<file path="src/rtl/pulse_pacer.sv">
// Re-emits accepted event pulses spaced at least MIN_GAP clocks apart, ahead of a toggle
// pulse synchronizer. Define PULSE_PACER_TOGGLE_OUT_EN to add toggle_o (flips per emission).
module pulse_pacer #(
  parameter int unsigned CNT_W   = 8,
  parameter int unsigned MIN_GAP = 4
) (
  input  logic             clk_i,
  input  logic             rst_n_i,
  input  logic             pulse_i,
  input  logic             enable_i,
  input  logic             clr_ovf_i,
  output logic             pulse_o,
  output logic [CNT_W-1:0] pending_o,
  output logic             busy_o,
  output logic             overflow_o
`ifdef PULSE_PACER_TOGGLE_OUT_EN
  ,
  output logic             toggle_o
`endif
);

  typedef enum logic [1:0] {StIdle, StEmit, StGap} state_e;

  localparam logic [CNT_W-1:0] CntMax  = '1;
  localparam logic [CNT_W-1:0] CntOne  = CNT_W'(1);
  localparam logic [7:0]       GapLoad = 8'(MIN_GAP - 2);

  state_e           state_q, state_d;
  logic [7:0]       gap_q, gap_d;
  logic [CNT_W-1:0] pend_q, pend_d;
  logic             pulse_q, busy_q;
  logic             ovf_q, ovf_d;
  logic             launch, inc, dec, drop;

  assign launch = enable_i && ((pend_q != '0) || pulse_i);

  always_comb begin
    state_d = state_q;
    gap_d   = gap_q;
    case (state_q)
      StIdle: begin
        if (launch) state_d = StEmit;
      end
      StEmit: begin
        gap_d   = GapLoad;
        state_d = StGap;
      end
      StGap: begin
        if (gap_q == '0) begin
          state_d = launch ? StEmit : StIdle;
        end else begin
          gap_d = gap_q - 8'd1;
        end
      end
      default: state_d = StIdle;
    endcase
  end

  // A launch from an empty counter consumes the incoming pulse directly, so inc and dec cancel.
  assign dec  = (state_d == StEmit);
  assign drop = pulse_i && (pend_q == CntMax) && !dec;
  assign inc  = pulse_i && !drop;

  always_comb begin
    pend_d = pend_q;
    if (inc && !dec) begin
      pend_d = pend_q + CntOne;
    end else if (dec && !inc) begin
      pend_d = pend_q - CntOne;
    end
    ovf_d = ovf_q;
    if (drop) begin
      ovf_d = 1'b1;
    end else if (clr_ovf_i) begin
      ovf_d = 1'b0;
    end
  end

  always_ff @(posedge clk_i or negedge rst_n_i) begin
    if (!rst_n_i) begin
      state_q <= StIdle;
      gap_q   <= '0;
      pend_q  <= '0;
      pulse_q <= 1'b0;
      busy_q  <= 1'b0;
      ovf_q   <= 1'b0;
    end else begin
      state_q <= state_d;
      gap_q   <= gap_d;
      pend_q  <= pend_d;
      pulse_q <= dec;
      busy_q  <= (state_d != StIdle);
      ovf_q   <= ovf_d;
    end
  end

`ifdef PULSE_PACER_TOGGLE_OUT_EN
  logic toggle_q;

  always_ff @(posedge clk_i or negedge rst_n_i) begin
    if (!rst_n_i) begin
      toggle_q <= 1'b0;
    end else if (dec) begin
      toggle_q <= ~toggle_q;
    end
  end

  assign toggle_o = toggle_q;
`endif

  assign pulse_o    = pulse_q;
  assign pending_o  = pend_q;
  assign busy_o     = busy_q;
  assign overflow_o = ovf_q;

endmodule
</file>
<file path="config.mk">
export PLATFORM = sky130hd
export DESIGN_NAME = pulse_pacer
export DESIGN_NICKNAME = d
export VERILOG_FILES = /design/src/rtl/pulse_pacer.sv
export SDC_FILE = /design/constraint.sdc
export NUM_CORES = 1
export LEC_CHECK = 0
export ABC_CLOCK_PERIOD_IN_PS = 4600
export CAP_MARGIN = 20
export CELL_PAD_IN_SITES_DETAIL_PLACEMENT = 1
export CELL_PAD_IN_SITES_GLOBAL_PLACEMENT = 2
export CORE_MARGIN = 2
export CORE_UTILIZATION = 35
export DETAILED_ROUTE_END_ITERATION = 6
export PLACE_DENSITY_LB_ADDON = 0.05
export SYNTH_ARGS = -nofsm -noshare
export SYNTH_HDL_FRONTEND = slang
export SYNTH_SLANG_ARGS = --single-unit
</file>
<file path="constraint.sdc">
create_clock -name clk_i -period 4.6 [get_ports clk_i]
set_input_delay 0.69 -clock clk_i [delete_from_list [all_inputs] [get_ports clk_i]]
set_output_delay 0.69 -clock clk_i [all_outputs]
set_load 0.005 [all_outputs]
</file>
Word-level counts from Yosys, hierarchy flattened --
Cells that the tools add are included.
Cells by class: reductions and logical operators 18, $add $sub $neg 3, order comparisons 0, multipliers 0, bitwise gates (word level) 0, div/mod/pow operators 0, shift operators 0, multiplexer cells 10, equal/unequal tests 5
Operators by type and width (count):
- 8-bit two-way mux | 3
- 8-bit case mux with 2 select lines | 1
- 8-bit by 1-bit subtractor with 8-bit output (second input constant) | 2
- 8-bit by 1-bit adder with 8-bit output (second input constant) | 1
- 8-bit == test (second input constant) | 1
- 8-bit logical NOT | 1
- 2-bit nonzero test | 4
- 8-bit nonzero test | 1
- 1-bit logical AND | 6
- 2-bit case mux with 3 select lines | 1
- 2-bit by 1-bit == test with 1-bit output (second input constant) | 2
- 2-bit two-way mux | 2
- 1-bit logical NOT | 3
- 1-bit two-way mux | 3
- 2-bit == test (second input constant) | 1
- 2-bit logical NOT | 1
- 2-bit != test (second input constant) | 1
- 2-bit AND reduction | 1
- 1-bit logical OR | 1
Storage, ports and cells: register bits after elaboration 21, bits in latches 0, bits of input ports 5, output and inout bits 11, bits in writable memories 0, logic and storage cells 42, bits in read-only memories 0, memories 0

Logic depth before layout (Yosys ltp) --
word-level depth 15, gate-level depth with buffers 14, gate-level depth less buffers 13

Least setup slack after synthesis --
Ideal clock, no wire load.
path type reg2reg, start register gap_q[0], end register pend_q[6], in the netlist pending_o[6], data arrival time 3.341 ns, data required time 4.531 ns, period minus slack after synthesis 3.410 ns, cell stages (with the launch flop) 15, path buffers 1, path slack 1.190 ns, setup time 0.069 ns, cell sequence dfrtp_1 -> inv_1 -> ha_1 -> or4b_4 -> o21ai_2 -> and4_1 -> buf_4 -> o41a_1 -> ha_1 -> inv_1 -> fa_1 -> a21o_1 -> a311o_1 -> a2111oi_0 -> nand3b_1
On the way: cells in the longest elaborated chain, start to end 11, elaborated cells on any way between the ends 13, classes of those cells eq/ne: 1; mux: 3; reduce/logical: 9
RTL lines:
- start: declaration | RTL line 29 | logic [7:0] gap_q, gap_d;
- start signal: assignment | RTL line 89 | gap_q <= gap_d;
- 8-bit logical NOT * | RTL line 49 | if (gap_q == '0) begin
- 2-bit two-way mux * | RTL line 49
- 2-bit case mux with 3 select lines * | RTL line 40 | case (state_q)
- named net state_d[0] | RTL line 28 | state_e state_q, state_d;
- 2-bit by 1-bit == test with 1-bit output * | RTL line 60 | assign dec = (state_d == StEmit);
- 1-bit logical NOT | RTL line 61, 66
- 1-bit logical AND | RTL line 61 | assign drop = pulse_i && (pend_q == CntMax) && !dec;
- 1-bit logical NOT | RTL line 62 | assign inc = pulse_i && !drop;
- 1-bit logical AND | RTL line 62
- 1-bit logical NOT | RTL line 68 | end else if (dec && !inc) begin
- 1-bit logical AND | RTL line 68
- 2-bit nonzero test (no source line)
- end signal: assignment | RTL line 90 | pend_q <= pend_d;
- end: declaration | RTL line 30 | logic [CNT_W-1:0] pend_q, pend_d;
Mark *: on every way through the listed nets, which the timed path passes. The rest lies on a longest branch. A chain may end at the register's enable or synchronous reset.

Worst setup path after layout --
start register gap_q[0], end register pend_q[7], in the netlist pending_o[7]
On the way: cells in the longest elaborated chain, start to end 11, elaborated cells on any way between the ends 13, classes of those cells eq/ne: 1; mux: 3; reduce/logical: 9
RTL lines (RTL line):
- 8-bit logical NOT * | 49
- 2-bit two-way mux * | 49
- 2-bit case mux with 3 select lines * | 40
- 2-bit by 1-bit == test with 1-bit output * | 60
- 1-bit logical NOT | 61, 66
- 1-bit logical AND | 61
- 1-bit logical NOT | 62
- 1-bit logical AND | 62
- 1-bit logical NOT | 68
- 1-bit logical AND | 68
- 2-bit nonzero test (no source line)
Every way passes the cells marked *; elsewhere a longest branch is shown, timed or not.

==> out/metrics.cfg <==
[status]
outcome=completed

[synthesis]
ys_seq_elements=21
ys_warn_count=0
yosysSeqAreaShare_pct=39.0
yosys_most_used_dff=dfrtp_1
avgSynthCellArea_um2=9.91
synth_fp_nets=151
syn_inst=136
syn_area_um2=1350
synth_edf_count=0
synth.distinct_cells=41
async_flop_share_pct=100

[grt]
antenna_found_initial=0
first_global_vias=1170
grt_first_pass_wirelength_um=5770
grt_use_total_pct=17.3
grt_max_degree=22
overflow=0

[cts]
cts.sinks=21
worstSkewPairLatency_ns=0.27
numCtsBuffers=3
cts_hold_buf=0
clock_path_buffers=2
cts-root-buf=clkbuf_8
cts_tree=built
h-tree-depth=1
clk_pin_slew_ns=0.08
cts_resized=0
cts_setup_buffers=0

[floorplan]
dieWidth_um=66.1
die_area_um2=4360
die_h_um=66.1
coreArea_um2=3690
num_io_pins=16
fp-row-count=22
start_util_pct=36.5

[drt]
first_pass_iters=4
wirelength_um=3340
drcViolationCount=0
vias=1132
viasPerCell=5.63
wire_per_inst_um=16.6
antenna_left=0
drt-initial-drc-count=48

[placement]
port_buffers=15
gp_congestion=0.816
dpl.hpwl_um=2560

[critical_path]
crit_top_cell=ha_1
critPathMaxFanout=7
cp_data_arrival_time_ns=3.96
critPathBufInv=2
cp-end-kind=flop
slowest_delay_ns=0.49
critPathLaunchType=flop
path_delay_family=compound AO/OA/AOI/OAI gates
cpMaxStageDelayCell=or4b_4
path_cells=inv_1 > ha_1 > or4b_4 > o21ai_2 > and4_1 > o41a_1 > ha_1 > inv_1 > ha_1 > and3_1 > a2111oi_4 > mux2i_1 > a221oi_1
crit_required_ns=4.76
crit_type=reg -> reg

[timing]
fin_setup_tns_ns=0
period_needed_ns=3.80
finalCritPeriodShare_pct=82.6
drv_slew=0
setup_viol=0
max_slew_margin_pct=60.9
tightest_slew_ns=0.579
final-hold-violation-count=0
fin_worst_skew_ns=0.00571
rsz0062_at_grt=no
clock.fmax_ghz=0.263

[layout]
antenna_cells=0
syn_to_final_growth_pct=19.0
drive_gt1_share_pct=7.19
fin_nets=169
num-fill-cells=427

[pwr]
ir_worst_vdd_v=0.000291
total_power_uw=1250
leakage_uw=0.000703
pwr_density_cell_nw_per_um2=776

[worst_hold_path]
hold_class=reg -> reg

[job]
timing.max_cap.violations=0

==> tightest hold or removal path: cells and delay by family (launching register included) <==
| family | cells | cell delay, ns |
|---|---|---|
| AOI/OAI and AO/OA | 1 | 0.06 |
| DFF | 1 | 0.35 |
| and+or+nand+nor | 1 | 0.06 |
==> metrics by stage <==
stage          hold slack (ns)  worst slack, ns  area [µm²]  util, %  cells
5_1_grt                  0.545            0.479        1600     43.5    201
2_1_floorplan            0.394             1.19        1350        -    136
3_3_place_gp             0.487            0.685        1540     41.8    196
4_1_cts                  0.509            0.768        1590     43.1    200
3_5_place_dp             0.493            0.572        1540     41.8    196
6_report                 0.508            0.800        1600     43.5    201
==> Yosys cell counts (2+ instances only) <==
cell type  count  area [µm²]
a21o_1         4        30.0
a21oi_1        4        20.0
a22o_1         2        17.5
a32o_1         3        30.0
and3_1         3        18.8
and4_1         2        17.5
clkbuf_1       2        7.51
dfrtp_1       21         526
ha_1           9         113
inv_1          6        22.5
mux2_2         2        22.5
mux2i_1        5        50.1
nand2_1       14        52.6
nand2b_1       3        18.8
nand3_1        6        30.0
nor2_1         5        18.8
nor2b_1        4        25.0
nor3_1         6        30.0
nor3b_1        2        15.0
nor4_1         2        12.5
o211ai_1       3        22.5
o21ai_0        6        30.0
xnor2_1        3        26.3
xor2_1         2        17.5
==> cell type report <==
class                      instances  area (µm²)  share of cell area (%)
clock buffer                       3        41.3                    2.57
clock inverter                     1        5.00                   0.312
inverter                           6        22.5                    1.40
multi-input combinational        106         785                    48.9
sequential                        21         526                    32.8
tap                               48        60.1                    3.74
timing repair buffer              16         165                    10.3
==> layer usage <==
layer | track usage (%) | share of wire (%) | up-vias
li1 | - | - | 541
met5 | 0 | 0 | -
met1 | 24.4 | 50 | 575
met2 | 28.7 | 47 | 14
met4 | 2.30 | 0.57 | 0
met3 | 2.73 | 2.5 | 2
==> flip-flops by register name, summed over array words and instances (netlist names) <==
signal      cells
busy_o          1
pulse_o         1
pending_o       8
gap_q           8
overflow_o      1
state_q         2
==> cell families (layout without fill, tap and decap cells) <==
kind of cell | count (synthesis) | count (layout) | synth area share [%]
AO/OA/AOI/OAI | 30 | 30 | 17.9
AND/OR/NAND/NOR | 54 | 54 | 21.8
multiplexers | 7 | 7 | 5.39
XOR/XNOR | 5 | 5 | 3.25
flip-flops | 21 | 21 | 39.0
buffers and inverters | 9 | 26 | 2.79
adder cells (fa/ha/maj) | 10 | 10 | 9.84
==> layout by cell type, fill, tap and decap left out, types with 4 or more instances in the layout <==
cell type / count
o21ai_0: 6
clkdlybuf4s50_1: 15
nand3_1: 6
a21o_1: 4
ha_1: 9
dfrtp_1: 21
nand2_1: 14
a21oi_1: 4
nor3_1: 6
mux2i_1: 5
nor2b_1: 4
inv_1: 6
nor2_1: 5
==> worst paths after layout <==
check | from | endpoint | slack [ns] | depth (start not counted)
setup / recovery | gap_q[0] | pending_o[7] | 0.80 | 13
hold reg to reg | overflow_o | overflow_o | 0.51 | 2
max in group asynchronous | rst_n_i | pending_o[2] | 3.46 | 2
setup reg to reg | gap_q[0] | pending_o[7] | 0.80 | 13
hold / removal | overflow_o | overflow_o | 0.51 | 2
min in group asynchronous | rst_n_i | gap_q[3] | 0.70 | 1
==> where the power goes <==
group          switching [µW]  internal, µW  total (µW)
logic                     365           361         726
clock network            65.5          60.5         126
registers                 123           270         393
(Power assumes the default switching activity.)
